**src/rtl/kamus_lsu_ctrl.sv**
```systemverilog
// kamus_lsu_ctrl: load/store sequencer between EX and the data-memory port.
// Optional feature macro: KAMUS_LSU_MISALIGNED_SPLIT_EN (splits word-crossing accesses in two).
module kamus_lsu_ctrl #(
   parameter int ADDR_W = 32,
   parameter int DATA_W = 32
) (
   input  logic              clk_i,
   input  logic              rst_i,
   input  logic              req_valid_i,
   output logic              req_ready_o,
   input  logic              req_store_i,
   input  logic [1:0]        req_width_i,
   input  logic              req_unsigned_i,
   input  logic [ADDR_W-1:0] req_addr_i,
   input  logic [DATA_W-1:0] req_wdata_i,
   output logic              rsp_valid_o,
   output logic              rsp_err_o,
   output logic [DATA_W-1:0] rsp_rdata_o,
   output logic              data_req_o,
   input  logic              data_gnt_i,
   output logic              data_we_o,
   output logic [3:0]        data_be_o,
   output logic [ADDR_W-1:0] data_addr_o,
   output logic [DATA_W-1:0] data_wdata_o,
   input  logic              data_rvalid_i,
   input  logic [DATA_W-1:0] data_rdata_i,
   input  logic              data_err_i,
   output logic              busy_o,
   output logic [2:0]        dbg_state_o
);

`ifdef KAMUS_LSU_MISALIGNED_SPLIT_EN
   localparam bit SPLIT_EN = 1'b1;
`else
   localparam bit SPLIT_EN = 1'b0;
`endif

   // Handshakes: a request transfers on a cycle with req_valid_i && req_ready_o; data_req_o and its
   // payload stay stable until a cycle with data_gnt_i; rsp_valid_o is a one-cycle pulse, never stalled.
   typedef enum logic [2:0] {
      S_IDLE  = 3'd0,
      S_REQ1  = 3'd1,
      S_WAIT1 = 3'd2,
      S_REQ2  = 3'd3,
      S_WAIT2 = 3'd4,
      S_RESP  = 3'd5
   } state_e;

   state_e              state, state_n;
   logic                store_q, unsigned_q, split_q;
   logic [1:0]          width_q, off_q;
   logic [ADDR_W-1:0]   addr_hi_q;
   logic [3:0]          be_hi_q;
   logic [DATA_W-1:0]   wdata_hi_q, rdata_lo_q;

   logic [1:0]          off;
   logic [7:0]          be_wide;
   logic [2*DATA_W-1:0] wdata_wide;
   logic [ADDR_W-1:0]   word_addr;
   logic                width_bad, misaligned, reject;
   logic                accept, launch, second;
   logic                rsp_err_n;
   logic [DATA_W-1:0]   rsp_rdata_n;

   assign req_ready_o = (state == S_IDLE);
   assign busy_o      = (state != S_IDLE);
   assign dbg_state_o = state;

   // merged is {second word[23:0], first word}; only 56 bits can reach the result.
   function automatic logic [DATA_W-1:0] extend(input logic [55:0] merged, input logic [1:0] sh,
                                                input logic [1:0] w, input logic u);
      logic [31:0] s;
      s = merged[{sh, 3'b000} +: 32];
      case (w)
         2'b00:   extend = u ? {24'b0, s[7:0]}  : {{24{s[7]}}, s[7:0]};
         2'b01:   extend = u ? {16'b0, s[15:0]} : {{16{s[15]}}, s[15:0]};
         default: extend = s;
      endcase
   endfunction

   always_comb begin
      off        = req_addr_i[1:0];
      word_addr  = {req_addr_i[ADDR_W-1:2], 2'b00};
      case (req_width_i)
         2'b00:   be_wide = 8'h01 << off;
         2'b01:   be_wide = 8'h03 << off;
         default: be_wide = 8'h0f << off;
      endcase
      wdata_wide = {{DATA_W{1'b0}}, req_wdata_i} << {off, 3'b000};
      width_bad  = (req_width_i == 2'b11);
      misaligned = ((req_width_i == 2'b01) && off[0]) ||
                   ((req_width_i == 2'b10) && (off != 2'b00));
      reject     = width_bad || (misaligned && !SPLIT_EN);
   end

   always_comb begin
      state_n     = state;
      accept      = 1'b0;
      launch      = 1'b0;
      second      = 1'b0;
      rsp_err_n   = 1'b0;
      rsp_rdata_n = '0;
      case (state)
         S_IDLE: begin
            if (req_valid_i) begin
               accept    = 1'b1;
               launch    = !reject;
               rsp_err_n = reject;
               state_n   = reject ? S_RESP : S_REQ1;
            end
         end
         S_REQ1: if (data_gnt_i) state_n = S_WAIT1;
         S_WAIT1: begin
            if (data_rvalid_i) begin
               if (data_err_i) begin
                  rsp_err_n = 1'b1;
                  state_n   = S_RESP;
               end else if (SPLIT_EN && split_q) begin
                  second  = 1'b1;
                  state_n = S_REQ2;
               end else begin
                  rsp_rdata_n = store_q ? '0 : extend({24'b0, data_rdata_i}, off_q, width_q, unsigned_q);
                  state_n     = S_RESP;
               end
            end
         end
         S_REQ2: if (data_gnt_i) state_n = S_WAIT2;
         S_WAIT2: begin
            if (data_rvalid_i) begin
               rsp_err_n = data_err_i;
               if (!store_q && !data_err_i)
                  rsp_rdata_n = extend({data_rdata_i[23:0], rdata_lo_q}, off_q, width_q, unsigned_q);
               state_n = S_RESP;
            end
         end
         S_RESP:  state_n = S_IDLE;
         default: state_n = S_IDLE;
      endcase
   end

   always_ff @(posedge clk_i) begin
      if (rst_i) begin
         state        <= S_IDLE;
         store_q      <= 1'b0;
         unsigned_q   <= 1'b0;
         split_q      <= 1'b0;
         width_q      <= 2'b00;
         off_q        <= 2'b00;
         addr_hi_q    <= '0;
         be_hi_q      <= 4'b0;
         wdata_hi_q   <= '0;
         rdata_lo_q   <= '0;
         rsp_valid_o  <= 1'b0;
         rsp_err_o    <= 1'b0;
         rsp_rdata_o  <= '0;
         data_req_o   <= 1'b0;
         data_we_o    <= 1'b0;
         data_be_o    <= 4'b0;
         data_addr_o  <= '0;
         data_wdata_o <= '0;
      end else begin
         state       <= state_n;
         rsp_valid_o <= (state_n == S_RESP);
         rsp_err_o   <= rsp_err_n;
         rsp_rdata_o <= rsp_rdata_n;
         data_req_o  <= (state_n == S_REQ1) || (state_n == S_REQ2);
         if (accept) begin
            store_q    <= req_store_i;
            unsigned_q <= req_unsigned_i;
            width_q    <= req_width_i;
            off_q      <= off;
            split_q    <= |be_wide[7:4];
            addr_hi_q  <= word_addr + ADDR_W'(4);
            be_hi_q    <= be_wide[7:4];
            wdata_hi_q <= wdata_wide[2*DATA_W-1:DATA_W];
         end
         // Bus payload is loaded on entry to a REQ state and cleared once the request is granted.
         if (launch) begin
            data_we_o    <= req_store_i;
            data_be_o    <= be_wide[3:0];
            data_addr_o  <= word_addr;
            data_wdata_o <= wdata_wide[DATA_W-1:0];
         end else if (second) begin
            rdata_lo_q   <= data_rdata_i;
            data_we_o    <= store_q;
            data_be_o    <= be_hi_q;
            data_addr_o  <= addr_hi_q;
            data_wdata_o <= wdata_hi_q;
         end else if (state_n != S_REQ1 && state_n != S_REQ2) begin
            data_we_o    <= 1'b0;
            data_be_o    <= 4'b0;
            data_addr_o  <= '0;
            data_wdata_o <= '0;
         end
      end
   end

endmodule

```
**config.mk**
```make
export PLATFORM = sky130hd
export DESIGN_NAME = kamus_lsu_ctrl
export DESIGN_NICKNAME = d
export VERILOG_FILES = /design/src/rtl/kamus_lsu_ctrl.sv
export SDC_FILE = /design/constraint.sdc
export NUM_CORES = 1
export LEC_CHECK = 0
export ABC_AREA = 0
export BUFFER_PORTS_ARGS = -buffer_cell sky130_fd_sc_hd__buf_2
export CORE_ASPECT_RATIO = 0.7
export CORE_MARGIN = 2
export CORE_UTILIZATION = 49
export CTS_BUF_LIST = sky130_fd_sc_hd__clkbuf_4
export CTS_CLUSTER_SIZE = 28
export DETAILED_ROUTE_END_ITERATION = 12
export PLACE_DENSITY = 0.81
export SLEW_MARGIN = 0
export SYNTH_ARGS = -nofsm -noshare
export SYNTH_HDL_FRONTEND = slang
export SYNTH_SLANG_ARGS = --single-unit
```
**constraint.sdc**
```tcl
create_clock -name clk_i -period 2.45 [get_ports clk_i]
set_clock_uncertainty 0.15 [all_clocks]
set_input_delay 0.245 -clock clk_i [delete_from_list [all_inputs] [get_ports clk_i]]
set_output_delay 0.245 -clock clk_i [all_outputs]
set_load 0.01 [all_outputs]
```
# Word-level counts from Yosys, hierarchy flattened
# Cells that the tools add are included.
dict set report word_totals {
  reg_bits 111
  latch_bits 0
  ram_bits 0
  mem_bits_ro 0
  in_bits 106
  out_inout_bits 109
  wordCells 85
  mem_count 0
}
dict set report classes {
  n_addsub 0
  n_mul 0
  div 0
  magnitude_cmp 0
  n_eq_ne 13
  shifts 6
  muxes 36
  bitwise_logic 0
  n_reduce_logical 17
}
# operator count
set ops {}
lappend ops {{2-to-1 mux 32 bit} 13}
lappend ops {{case mux 32 bit (2 select lines)} 3}
lappend ops {{variable part select 56 x 6 -> 32 bit} 2}
lappend ops {{<< shifter 32 x 5 -> 32 bit} 1}
lappend ops {{2-to-1 mux 3 bit} 5}
lappend ops {{case mux 3 bit (4 select lines)} 1}
lappend ops {{2-to-1 mux 1 bit} 10}
lappend ops {{== test 3 x 2 -> 1 bit (second input constant)} 3}
lappend ops {{2-to-1 mux 4 bit} 2}
lappend ops {{case mux 4 bit (2 select lines)} 1}
lappend ops {{== test 3 x 1 -> 1 bit (second input constant)} 2}
lappend ops {{== test 3 bit (second input constant)} 2}
lappend ops {{== test 2 x 1 -> 1 bit (second input constant)} 2}
lappend ops {{== test 2 bit (second input constant)} 2}
lappend ops {{logical AND 1 bit} 4}
lappend ops {{zero test 2 bit} 2}
lappend ops {{nonzero test 2 bit} 2}
lappend ops {{<< shifter 1 x 2 -> 4 bit (first input constant)} 1}
lappend ops {{<< shifter 2 x 2 -> 4 bit (first input constant)} 1}
lappend ops {{<< shifter 4 x 2 -> 4 bit (first input constant)} 1}
lappend ops {{zero test 1 bit} 3}
lappend ops {{zero test 3 bit} 1}
lappend ops {{logical OR 1 bit} 3}
lappend ops {{inequality test 3 x 1 -> 1 bit (second input constant)} 1}
lappend ops {{4 further kinds} 4}

# Logic depth before layout (Yosys ltp)
# Gate-level depths: netlist (run 1).
dict set report depth {
  ltp_word 11
  mapped_depth 8
  mapped_depth_nobuf 6
}

# Least setup slack after synthesis (run 1)
# Ideal clock, no wire load.
dict set report synth_timing {
  kind {reg2reg}
  startpoint {reg state[0] (netlist: dbg_state_o[0])}
  endpoint {reg rsp_rdata_o[18]}
  setup_time_ps 60
  arrival_time_ps 1744
  t_required_ps 2240
  path_slack_ps 496
  stages_incl_launch_ff 8
  n_path_buf 2
  synth_period_minus_slack_ps 1954
  cell_sequence {dfxtp_1 buf_6 nor4b_2 or3b_1 or2_1 buf_6 o21ai_4 a311o_1}
}
dict set report synth_via {
  elab_chain_len 2
  elab_cells_between_ends 3
  classes_between {2 x eq/ne; 1 x mux}
}
# item line
set synth_lines {}
lappend synth_lines {{start: declaration} 49} ;# state_e state, state_n;
lappend synth_lines {{start signal: assignment} 162} ;# state <= state_n;
lappend synth_lines {{== test 3 bit or == test 3 x 2 -> 1 bit (tied branches)} 103} ;# case (state)
lappend synth_lines {{case mux 32 bit (2 select lines) *} 103}
lappend synth_lines {{end signal: assignment} 165} ;# rsp_rdata_o <= rsp_rdata_n;
lappend synth_lines {{end: declaration} 18} ;# output logic [DATA_W-1:0] rsp_rdata_o,
# Every way passes the cells marked *; elsewhere a longest branch is shown, timed or not.
# A chain may end at the register's enable or synchronous reset.

# Final worst setup path (run 1)
dict set report layout_timing {
  startpoint {reg off_q[0]}
  endpoint {reg rsp_rdata_o[12]}
}
dict set report layout_via {
  elab_chain_len 7
  elab_cells_between_ends 14
  classes_between {2 x shift; 12 x mux}
}
# item line
set layout_lines {}
lappend layout_lines {{start: declaration} 51} ;# logic [1:0] width_q, off_q;
lappend layout_lines {{start signal: assignment} 148} ;# off_q <= 2'b00;
lappend layout_lines {{start signal: assignment} 171} ;# off_q <= off;
lappend layout_lines {{variable part select 56 x 6 -> 32 bit} 73} ;# s = merged[{sh, 3'b000} +: 32];
lappend layout_lines {{2-to-1 mux 32 bit, on equally long branches} {76, 75}}
lappend layout_lines {{case mux 32 bit (2 select lines)} 74} ;# case (w)
lappend layout_lines {{2-to-1 mux 32 bit} 122} ;# rsp_rdata_n = store_q ? '0 : extend({24'b0, data_rdata_i}, off_q, width_q, unsigned_q);
lappend layout_lines {{2-to-1 mux 32 bit} 115} ;# if (data_err_i) begin
lappend layout_lines {{2-to-1 mux 32 bit} 114} ;# if (data_rvalid_i) begin
lappend layout_lines {{case mux 32 bit (2 select lines) *} 103}
# Marked as above.

==> run_results.csv, run 1 <==
group,metric,value,unit
sta,layout_min_cycle_time,2.212,ns
placement,place_inst,881,
synth,async_flop_share,0,%
synth,synth_area_leader_cell,"dfxtp_1",
grt,grt-busiest-layer,"met2",
sta,setup_viol,0,
routing,ant_nets,0,
synth,ys_top_cells_by_area,"dfxtp_1, a22oi_1, nor2_1",
setup_path,end_kind,"register",
setup_path,required,2.70,ns
routing,wl_per_cell,17.40,um
power_and_ir_drop,seq_power_share,50.9,%
setup_path,start_kind,"register",
cts,cts_sinks,111,
floorplan,num_io_pins,215,
synth,synth_ff_type,"dfxtp_1",
grt,groute.layer.met2.usage,47.78,%
power_and_ir_drop,p_sw_share,32.83,%
cts,cts_tree,"done",
routing,routed-via-count,5515,
finish,syn_to_final_growth,40.20,%
synth,yosysUniqueCellTypes,52,
placement,gp_congestion,0.9350,
synth,netlist_instances,570,
sta,maxSlewViolCount,0,
power_and_ir_drop,p_comb_share,25.3,%
sta,worst_slew_pin_slew,0.7908,ns
setup_path,slowest_stage,"nor3_2",
placement,io_buffer_count,212,
finish,nets,941,
setup_path,critical_path.startpoint,"off_q[0]",
synth,synth-edff-count,0,
outcome,outcome,"completed",
setup_path,reg2reg_from,"off_q[0]",
routing,wl,16840,um
floorplan,die_x,125.1,um
grt,use_met3,9.069,%
synth,yosysSeqAreaShare,44.16,%
setup_path,slowest_delay,0.57,ns
floorplan,die-height,88.79,um
sta,fin_crit_sh,90.28,%
routing,drc,0,
routing,vias_per_cell,5.697,
synth,synth_top_area_share,44.16,%
grt,grt_pass1_wl,26010,um
cts,postCtsSetupRepairBufs,0,
routing,drt_first_pass_iters,5,
hold_path,hold_path.class,"input pin to register",
cts,cts.clk_slew.worst_paths,0.18,ns
grt,grt-ovfl-total,0,
finish,drive_above_1_share,34.05,%
floorplan,fp.coreArea,9834,um2
power_and_ir_drop,p_switching,0.001237,W
power_and_ir_drop,max-vdd-ir-drop,0.4056,mV
cts,htreeDepth,3,
power_and_ir_drop,power_density,533.9,nW/um2
sta,finalHoldViolCount,0,
cts,clkLatencyLatePin,0.48,ns
placement,dpl_worst_slack,0.3073,ns
grt,antenna_found_initial,1,
synth,ys_warn_count,0,
sta,max_freq,452.1,MHz
finish,layout.cells.non_filler,968,
cts,numCtsBuffers,9,
floorplan,dieArea,11110,um2
cts,cts_root_buffer,"clkbuf_4",
grt,grt_pass1_vias,5237,
floorplan,initial_core_util,51.17,%
power_and_ir_drop,p_leak,3.216,nW
synth,ys_ff_latch,111,
placement,place_hpwl,11060,um
setup_path,crit_chain,"buf_4 -> mux2_2 -> mux2i_1 -> nor3_2 -> nor2_1 -> o21ai_0",
grt,grt_max_degree,79,
synth,synth_area_per_cell,8.829,um2
routing,drtIter0Drc,574,
power_and_ir_drop,clkPwrFrac,23.8,%
job,drv_cap,0,
floorplan,rows,30,
setup_path,worstSetupPathType,"register to register",
sta,layout_setup_ws,0.2380,ns
finish,diodes,0,
sta,rsz0062_at_grt,"no",
setup_path,path_max_fanout,20,
power_and_ir_drop,p_int,0.002530,W
cts,cts_buffer_depth,2,
sta,finalSetupTns,0,ns
grt,met1_usage,37.21,%
setup_path,crit_arrival,2.46,ns
hold_path,hold_start,"req_wdata_i[13]",
synth,netlist_area,5032,um2
grt,grt_use_total,29.33,%
sta,slew_headroom,47.28,%
==> synthesized netlist by cell type, drive strengths merged (6+ instances only) <==
cell type  instances
a21oi             17
o211ai             6
buf               24
a211oi             7
o21ai             27
nand3             10
dfxtp            111
clkbuf            26
nor2              96
a22oi             72
a21boi             9
mux2i             27
nand2             56
mux2              25
==> registers in the layout (all words and copies together), names as in the netlist, 2 cells and up <==
register / flops
data_addr_o: 30
data_be_o: 4
data_wdata_o: 32
dbg_state_o: 3
off_q: 2
rsp_rdata_o: 32
width_q: 2
==> final timing paths <==
path | to | slack [ns] | depth (start not counted)
max | rsp_rdata_o[12] | 0.24 | 6
min | data_wdata_o[13] | 0.04 | 4
max reg2reg | rsp_rdata_o[12] | 0.24 | 6
min reg2reg | data_be_o[1] | 0.31 | 2
==> layout make-up <==
type / instances / area, um2
multi-input cells: 405 / 2575
clock inverters: 7 / 65.06
flip-flops and latches: 111 / 2222
clock buffers: 9 / 67.56
fillers: 714 / 2779
repair buffers: 303 / 1947
well taps: 128 / 160.2
inverters: 5 / 18.77
==> stage by stage <==
step / util [%] / area [um2] / power (W) / hold slack [ns]
final: 71.74 / 7056 / 0.003767 / 0.03542
after global routing: 71.74 / 7056 / 0.003932 / 0.02319
after CTS: 71.72 / 7053 / 0.003754 / 0.0002372
after detailed placement: 63.14 / 6210 / 0.002781 / 0.2929
after global placement: 63.14 / 6210 / 0.002756 / 0.2876
after floorplan: - / 5036 / 0.002480 / 0.2036
==> worst max-delay path, delay by kind of cell, from the launching register on <==
kind | cells | cell delay, ns
flip-flops | 1 | 0.43
AND/OR/NAND/NOR | 2 | 0.70
AO/OA/AOI/OAI | 1 | 0.23
buffers and inverters | 1 | 0.30
multiplexers | 2 | 0.33
==> metal layers <==
layer  wire length [um]  share of wire (%)
met1               6916                 41
met2               7674                 46
met3               1848                 11
met4                388                2.3
met5                 13              0.077
==> power groups by stage <==
stage	Sequential (W)	Combinational [W]	Clock [W]
after CTS	0.00192	0.000920	0.000917
after detailed placement	0.00195	0.000828	0
final	0.00192	0.000951	0.000897
after global placement	0.00195	0.000804	0
after floorplan	0.00196	0.000517	0
after global routing	0.00193	0.00102	0.000980
==> cells by family (layout without fill, tap and decap cells) <==
group,Yosys count,count (layout),synth area share [%]
buffers and inverters,55,324,5.097
AO/OA/AOI/OAI,155,155,21.93
XOR/XNOR,2,2,0.3481
other,1,2,0.07452
multiplexers,52,52,10.96
flip-flops,111,111,44.16
AND/OR/NAND/NOR,194,194,17.43
==> cells in the final DEF, fill, tap and decap left out, drive strengths merged, types with 6 or more instances in the layout <==
master and instances:
nand3 10, dfxtp 111, o21ai 27, a211oi 7, nand2 56, o211ai 6, inv 8, a21oi 17
mux2 25, a21boi 9, buf 232, nor2 96, dlygate4sd3 71, a22oi 72, clkbuf 9, mux2i 27
==> timing repair <==
action                                  CTS  global route
hold buffers                             71             0
gates resized for setup                   0             1
endpoints found under the setup margin    0             1
hold endpoints to repair                 75             0
No activity file was read; power rests on OpenSTA's default activity.
==> inputs of run 2 (changes only) <==
PLACE_DENSITY = 0.91   (was 0.81)
REMOVE_ABC_BUFFERS = 1   (was not set)
==> run 2 against run 1 <==
Register-to-register slack worse by 0.08 ns. Fmax fell by 5.0%. Combinational power up 4.0%. Largest cell class unchanged. Largest power group unchanged.
==> run_results.csv, run 2 (synthesis gave the netlist of run 1 again) <==
group,metric,value,unit
outcome,outcome,"completed",
sta,slew_headroom,49.72,%
finish,layout.cells.non_filler,981,
cts,cts_tree,"done",
power_and_ir_drop,total_power,0.003882,W
grt,grt_pass1_wl,26310,um
setup_path,crit_buf_inv,4,
floorplan,die_x,125.1,um
sta,fin_crit_sh,95.05,%
sta,rsz0062_at_grt,"no",
routing,vias_per_cell,5.866,
floorplan,num_io_pins,215,
finish,fill_cells,667,
setup_path,slowest_stage,"dlygate4sd3_1",
setup_path,reg2regPathDepth,6,
placement,gp_congestion,0.8929,
power_and_ir_drop,power_density,538.0,nW/um2
cts,cts_root_buffer,"clkbuf_4",
finish,syn_to_final_growth,43.36,%
finish,seqCellArea,2222,um2
sta,setup_viol,0,
setup_path,worstSetupPathType,"input pin to register",
finish,most-common-layout-cells,"buf_2, dfxtp_1, nor2_1",
cts,cts.clk_slew.worst_paths,0.18,ns
setup_path,end_kind,"register",
routing,wl_met3,1493,um
power_and_ir_drop,max-vdd-ir-drop,0.3220,mV
floorplan,die-height,88.79,um
finish,multi_input_comb_area,2572,um2
routing,drt_first_pass_iters,5,
setup_path,path_max_fanout,24,
setup_path,slowest_delay,0.55,ns
sta,max_freq,429.4,MHz
routing,topRoutingLayerUsed,"met4",
floorplan,initial_core_util,51.17,%
grt,grt_use_total,29.51,%
routing,drtIter0Drc,561,
sta,layout_min_cycle_time,2.329,ns
floorplan,dieArea,11110,um2
floorplan,fp.coreArea,9834,um2
grt,grt-ovfl-total,0,
finish,largestRegisters,"data_wdata_o (32), rsp_rdata_o (32), data_addr_o (30)",
placement,place_hpwl,10420,um
hold_path,holdPathStages,3,
cts,cts_buffer_depth,2,
sta,worst_slew_pin_slew,0.7542,ns
routing,wl_met2,8332,um
cts,numCtsBuffers,9,
routing,ant_nets,0,
floorplan,rows,30,
grt,grt_pass1_vias,5496,
power_and_ir_drop,p_leak,3.304,nW
finish,final_common_cell,"buf_2",
setup_path,crit_arrival,2.61,ns
hold_path,hold_path.class,"input pin to register",
routing,routed-via-count,5755,
setup_path,rrSetupSlack,0.16,ns
setup_path,crit_top_cell,"dlygate4sd3_1",
routing,wl_met1,6906,um
setup_path,critPathTopFamily,"buffers and inverters",
grt,antenna_found_initial,1,
cts,htreeDepth,3,
routing,wl_per_cell,17.90,um
cts,cts_sinks,111,
setup_path,required,2.73,ns
finish,drive_above_1_share,33.69,%
setup_path,cp.depth,8,
placement,dpl_worst_slack,0.2858,ns
sta,maxSlewViolCount,0,
job,drv_cap,0,
cts,cts.repair.resized,0,
finish,nets,953,
setup_path,crit_chain,"dlygate4sd3_1 -> buf_2 -> or3_1 -> a21boi_4 -> buf_12 -> a22oi_1 -> nor2_1 -> dlygate4sd3_1",
placement,place_inst,880,
routing,wl,17560,um
finish,fin_util,73.36,%
routing,drc,0,
sta,finalHoldViolCount,0,
setup_path,start_kind,"input pin",
grt,grt_max_degree,73,
placement,io_buffer_count,212,
cts,clkLatencyLatePin,0.48,ns
sta,layout_setup_ws,0.1213,ns
## run 2: worst min-delay path, stage by stage
cell and delay [ns]:
buf_2 0.09, mux2_2 0.16, a311o_1 0.16
## run 2: path summary, 6_finish.rpt
kind                endpoint             start
max           data_addr_o[5]     req_addr_i[0]
min          rsp_rdata_o[18]  data_rdata_i[10]
max reg2reg   rsp_rdata_o[9]          off_q[1]
min reg2reg     data_be_o[3]      data_be_o[3]
## run 2: final cells by class
cell class                 instances  area share [%]
timing repair buffer             315           28.82
clock buffer                       9          0.9365
sequential                       111           30.80
inverter                           5          0.2601
multi-input combinational        405           35.66
tap                              128           2.220
antenna                            1         0.03469
clock inverter                     7           1.266
## run 2: where the power goes
part / switching [W] / internal [W]
Combinational: 0.000539 / 0.000450
Clock: 0.000711 / 0.000260
Sequential: 0.0000492 / 0.00187
Total: 0.00130 / 0.00258
## run 2: layer usage
layer | vias to the layer above | global-route usage, %
li1 | 2593 | -
met1 | 2684 | 34.63
met2 | 386 | 49.80
met3 | 92 | 7.618
met4 | 0 | 17.88
met5 | - | 0
## run 2: repair_timing
action                                  4_1_cts  5_1_grt
setup buffers                                 0        2
hold buffers                                 81        0
endpoints found under the setup margin        0        1
hold endpoints to repair                     87        0
## run 2: per-stage QoR
step                TNS (ns)  hold WS, ns  area (um2)
detailed placement         0       0.2916        6202
global placement           0       0.2896        6202
global route               0      0.01573        7214
finish                     0      0.05066        7214
floorplan             -63.55       0.1641        4798
CTS                        0     0.001444        7172
==> inputs of run 3 (changes only) <==
CORE_MARGIN = not set   (was 2)
==> run 3 against run 2 <==
Sequential share of layout area grew 0.38 points. Global-route usage rose by 2.0 points. Critical path depth down 3. Sequential cell count did not move.
==> run_results.csv, run 3 (synthesis gave the netlist of run 1 again) <==
group,metric,value,unit
power_and_ir_drop,p_leak,3.262,nW
grt,antenna_found_initial,0,
setup_path,slowest_delay,0.52,ns
setup_path,r2r_end,"rsp_rdata_o[24]",
placement,place_hpwl,10340,um
cts,htreeDepth,3,
finish,fin_util,72.46,%
cts,numCtsBuffers,9,
setup_path,start_kind,"register",
floorplan,rows,30,
routing,wl_per_cell,17.52,um
sta,max_freq,430.2,MHz
hold_path,holdPathStages,4,
floorplan,fp.coreArea,9834,um2
power_and_ir_drop,power_density,534.4,nW/um2
grt,grt_use_total,31.51,%
finish,multi_input_comb_area,2572,um2
sta,slew_headroom,54.03,%
cts,cts_tree,"done",
cts,cts_buffer_depth,2,
sta,setup_viol,0,
hold_path,holdPathEnd,"rsp_rdata_o[16]",
job,drv_cap,0,
placement,place_area,6205,um2
floorplan,die-height,86.79,um
finish,fill_cells,651,
placement,gp_congestion,0.8989,
cts,postCtsSetupRepairBufs,0,
power_and_ir_drop,seq_power_share,50.7,%
routing,drc,0,
setup_path,reg2regPathDepth,5,
grt,grt-ovfl-total,0,
routing,drtIter0Drc,497,
routing,vias_per_cell,5.792,
setup_path,slowest_stage,"dfxtp_1",
power_and_ir_drop,p_sw_share,33.18,%
finish,most-common-layout-cells,"buf_2, dfxtp_1, nor2_1",
placement,io_buffer_count,212,
finish,syn_to_final_growth,41.60,%
hold_path,hold_start,"data_rdata_i[8]",
cts,cts_root_buffer,"clkbuf_4",
power_and_ir_drop,p_int,0.002545,W
power_and_ir_drop,p_comb_share,25.1,%
routing,drt_first_pass_iters,5,
grt,grt_max_degree,69,
power_and_ir_drop,p_switching,0.001263,W
sta,rsz0062_at_grt,"no",
finish,stdcell_area,7126,um2
sta,holdWs,0.03519,ns
cts,clkLatencyLatePin,0.48,ns
setup_path,rrSetupSlack,0.13,ns
finish,drive_above_1_share,33.73,%
floorplan,initial_core_util,51.17,%
grt,grt_pass1_vias,5492,
routing,ant_nets,0,
sta,finalHoldViolCount,0,
cts,cts_sinks,111,
setup_path,required,2.68,ns
setup_path,reg2reg_from,"width_q[0]",
grt,grt_pass1_wl,26430,um
power_and_ir_drop,clkPwrFrac,24.2,%
sta,fin_crit_sh,94.88,%
setup_path,crit_arrival,2.55,ns
setup_path,end_kind,"register",
floorplan,dieArea,10690,um2
sta,layout_min_cycle_time,2.325,ns
routing,wl,17100,um
setup_path,worstSetupPathType,"register to register",
setup_path,path_max_fanout,8,
sta,worst_slew_pin_slew,0.6859,ns
floorplan,die_x,123.1,um
finish,nets,949,
outcome,outcome,"completed",
finish,seqCellArea,2222,um2
finish,diodes,0,
finish,largestRegisters,"data_wdata_o (32), rsp_rdata_o (32), data_addr_o (30)",
routing,routed-via-count,5653,
setup_path,crit_chain,"nor2_1 -> a221o_1 -> a31oi_2 -> nor2b_1 -> a211o_1",
cts,cts.clk_slew.worst_paths,0.19,ns
finish,final_common_cell,"buf_2",
floorplan,num_io_pins,215,
sta,maxSlewViolCount,0,
hold_path,hold_path.class,"input pin to register",
power_and_ir_drop,max-vdd-ir-drop,0.3255,mV
[run 3: cell types whose count changed in the layout (fill, tap and decap cells not counted), sizes merged]
cell / previous run / this run
dlygate4sd3: 81 / 78
clkinv: 3 / 2
clkinvlp: 0 / 1
clkbuf: 10 / 9
diode: 1 / 0
[run 3: worst max-delay path by stage]
| stage | slack (ns) | endpoint | cells past startpoint | startpoint |
|---|---|---|---|---|
| after floorplan | -0.96 | data_wdata_o[0] | 4 | dbg_state_o[0] |
| after global placement | 0.39 | rsp_rdata_o[22] | 5 | dbg_state_o[0] |
| after detailed placement | 0.27 | rsp_rdata_o[17] | 6 | off_q[0] |
| after CTS | 0.22 | unsigned_q | 7 | dbg_state_o[2] |
| after global routing | 0.04 | rsp_rdata_o[21] | 6 | off_q[0] |
| final | 0.13 | rsp_rdata_o[24] | 5 | width_q[0] |
[run 3: area by class of cell]
cell class | count | area share (%)
multi-input combinational | 405 | 36.10
sequential | 111 | 31.19
timing repair buffer | 311 | 28.24
tap | 128 | 2.248
clock inverter | 7 | 1.018
clock buffer | 9 | 0.9482
inverter | 5 | 0.2634
[run 3: power by group through the flow]
stage	sequential (W)	combinational (W)	clock, W
2_1_floorplan	0.00201	0.000396	0
3_3_place_gp	0.00196	0.000790	0
3_5_place_dp	0.00196	0.000806	0
4_1_cts	0.00193	0.000910	0.000929
5_1_grt	0.00194	0.00102	0.00100
6_report	0.00193	0.000955	0.000921
[run 3: timing repair]
item | CTS | global route
endpoints found under the hold margin | 85 | 0
resized for setup | 0 | 0
hold buffers | 78 | 0
[run 3: per-layer routing]
metal / global-route usage [%] / wire (um)
met1: 37.73 / 6682
met2: 51.45 / 8246
met3: 7.237 / 1353
met4: 19.39 / 819
met5: 0 / 0
[run 3: critical path, delay by kind of cell, from the launching register on]
kind	cells	cell delay, ns
AO/OA/AOI/OAI	3	1.25
flip-flops	1	0.52
AND/OR/NAND/NOR	2	0.30
[run 3: per-stage QoR]
| step | total power, W | worst slack [ns] | instances | TNS [ns] |
|---|---|---|---|---|
| final | 0.003808 | 0.1255 | 976 | 0 |
| after global routing | 0.003962 | 0.04486 | 976 | 0 |
| after CTS | 0.003767 | 0.2219 | 976 | 0 |
| after detailed placement | 0.002770 | 0.2679 | 882 | 0 |
| after global placement | 0.002752 | 0.3913 | 882 | 0 |
| after floorplan | 0.002408 | -0.9579 | 521 | -63.55 |
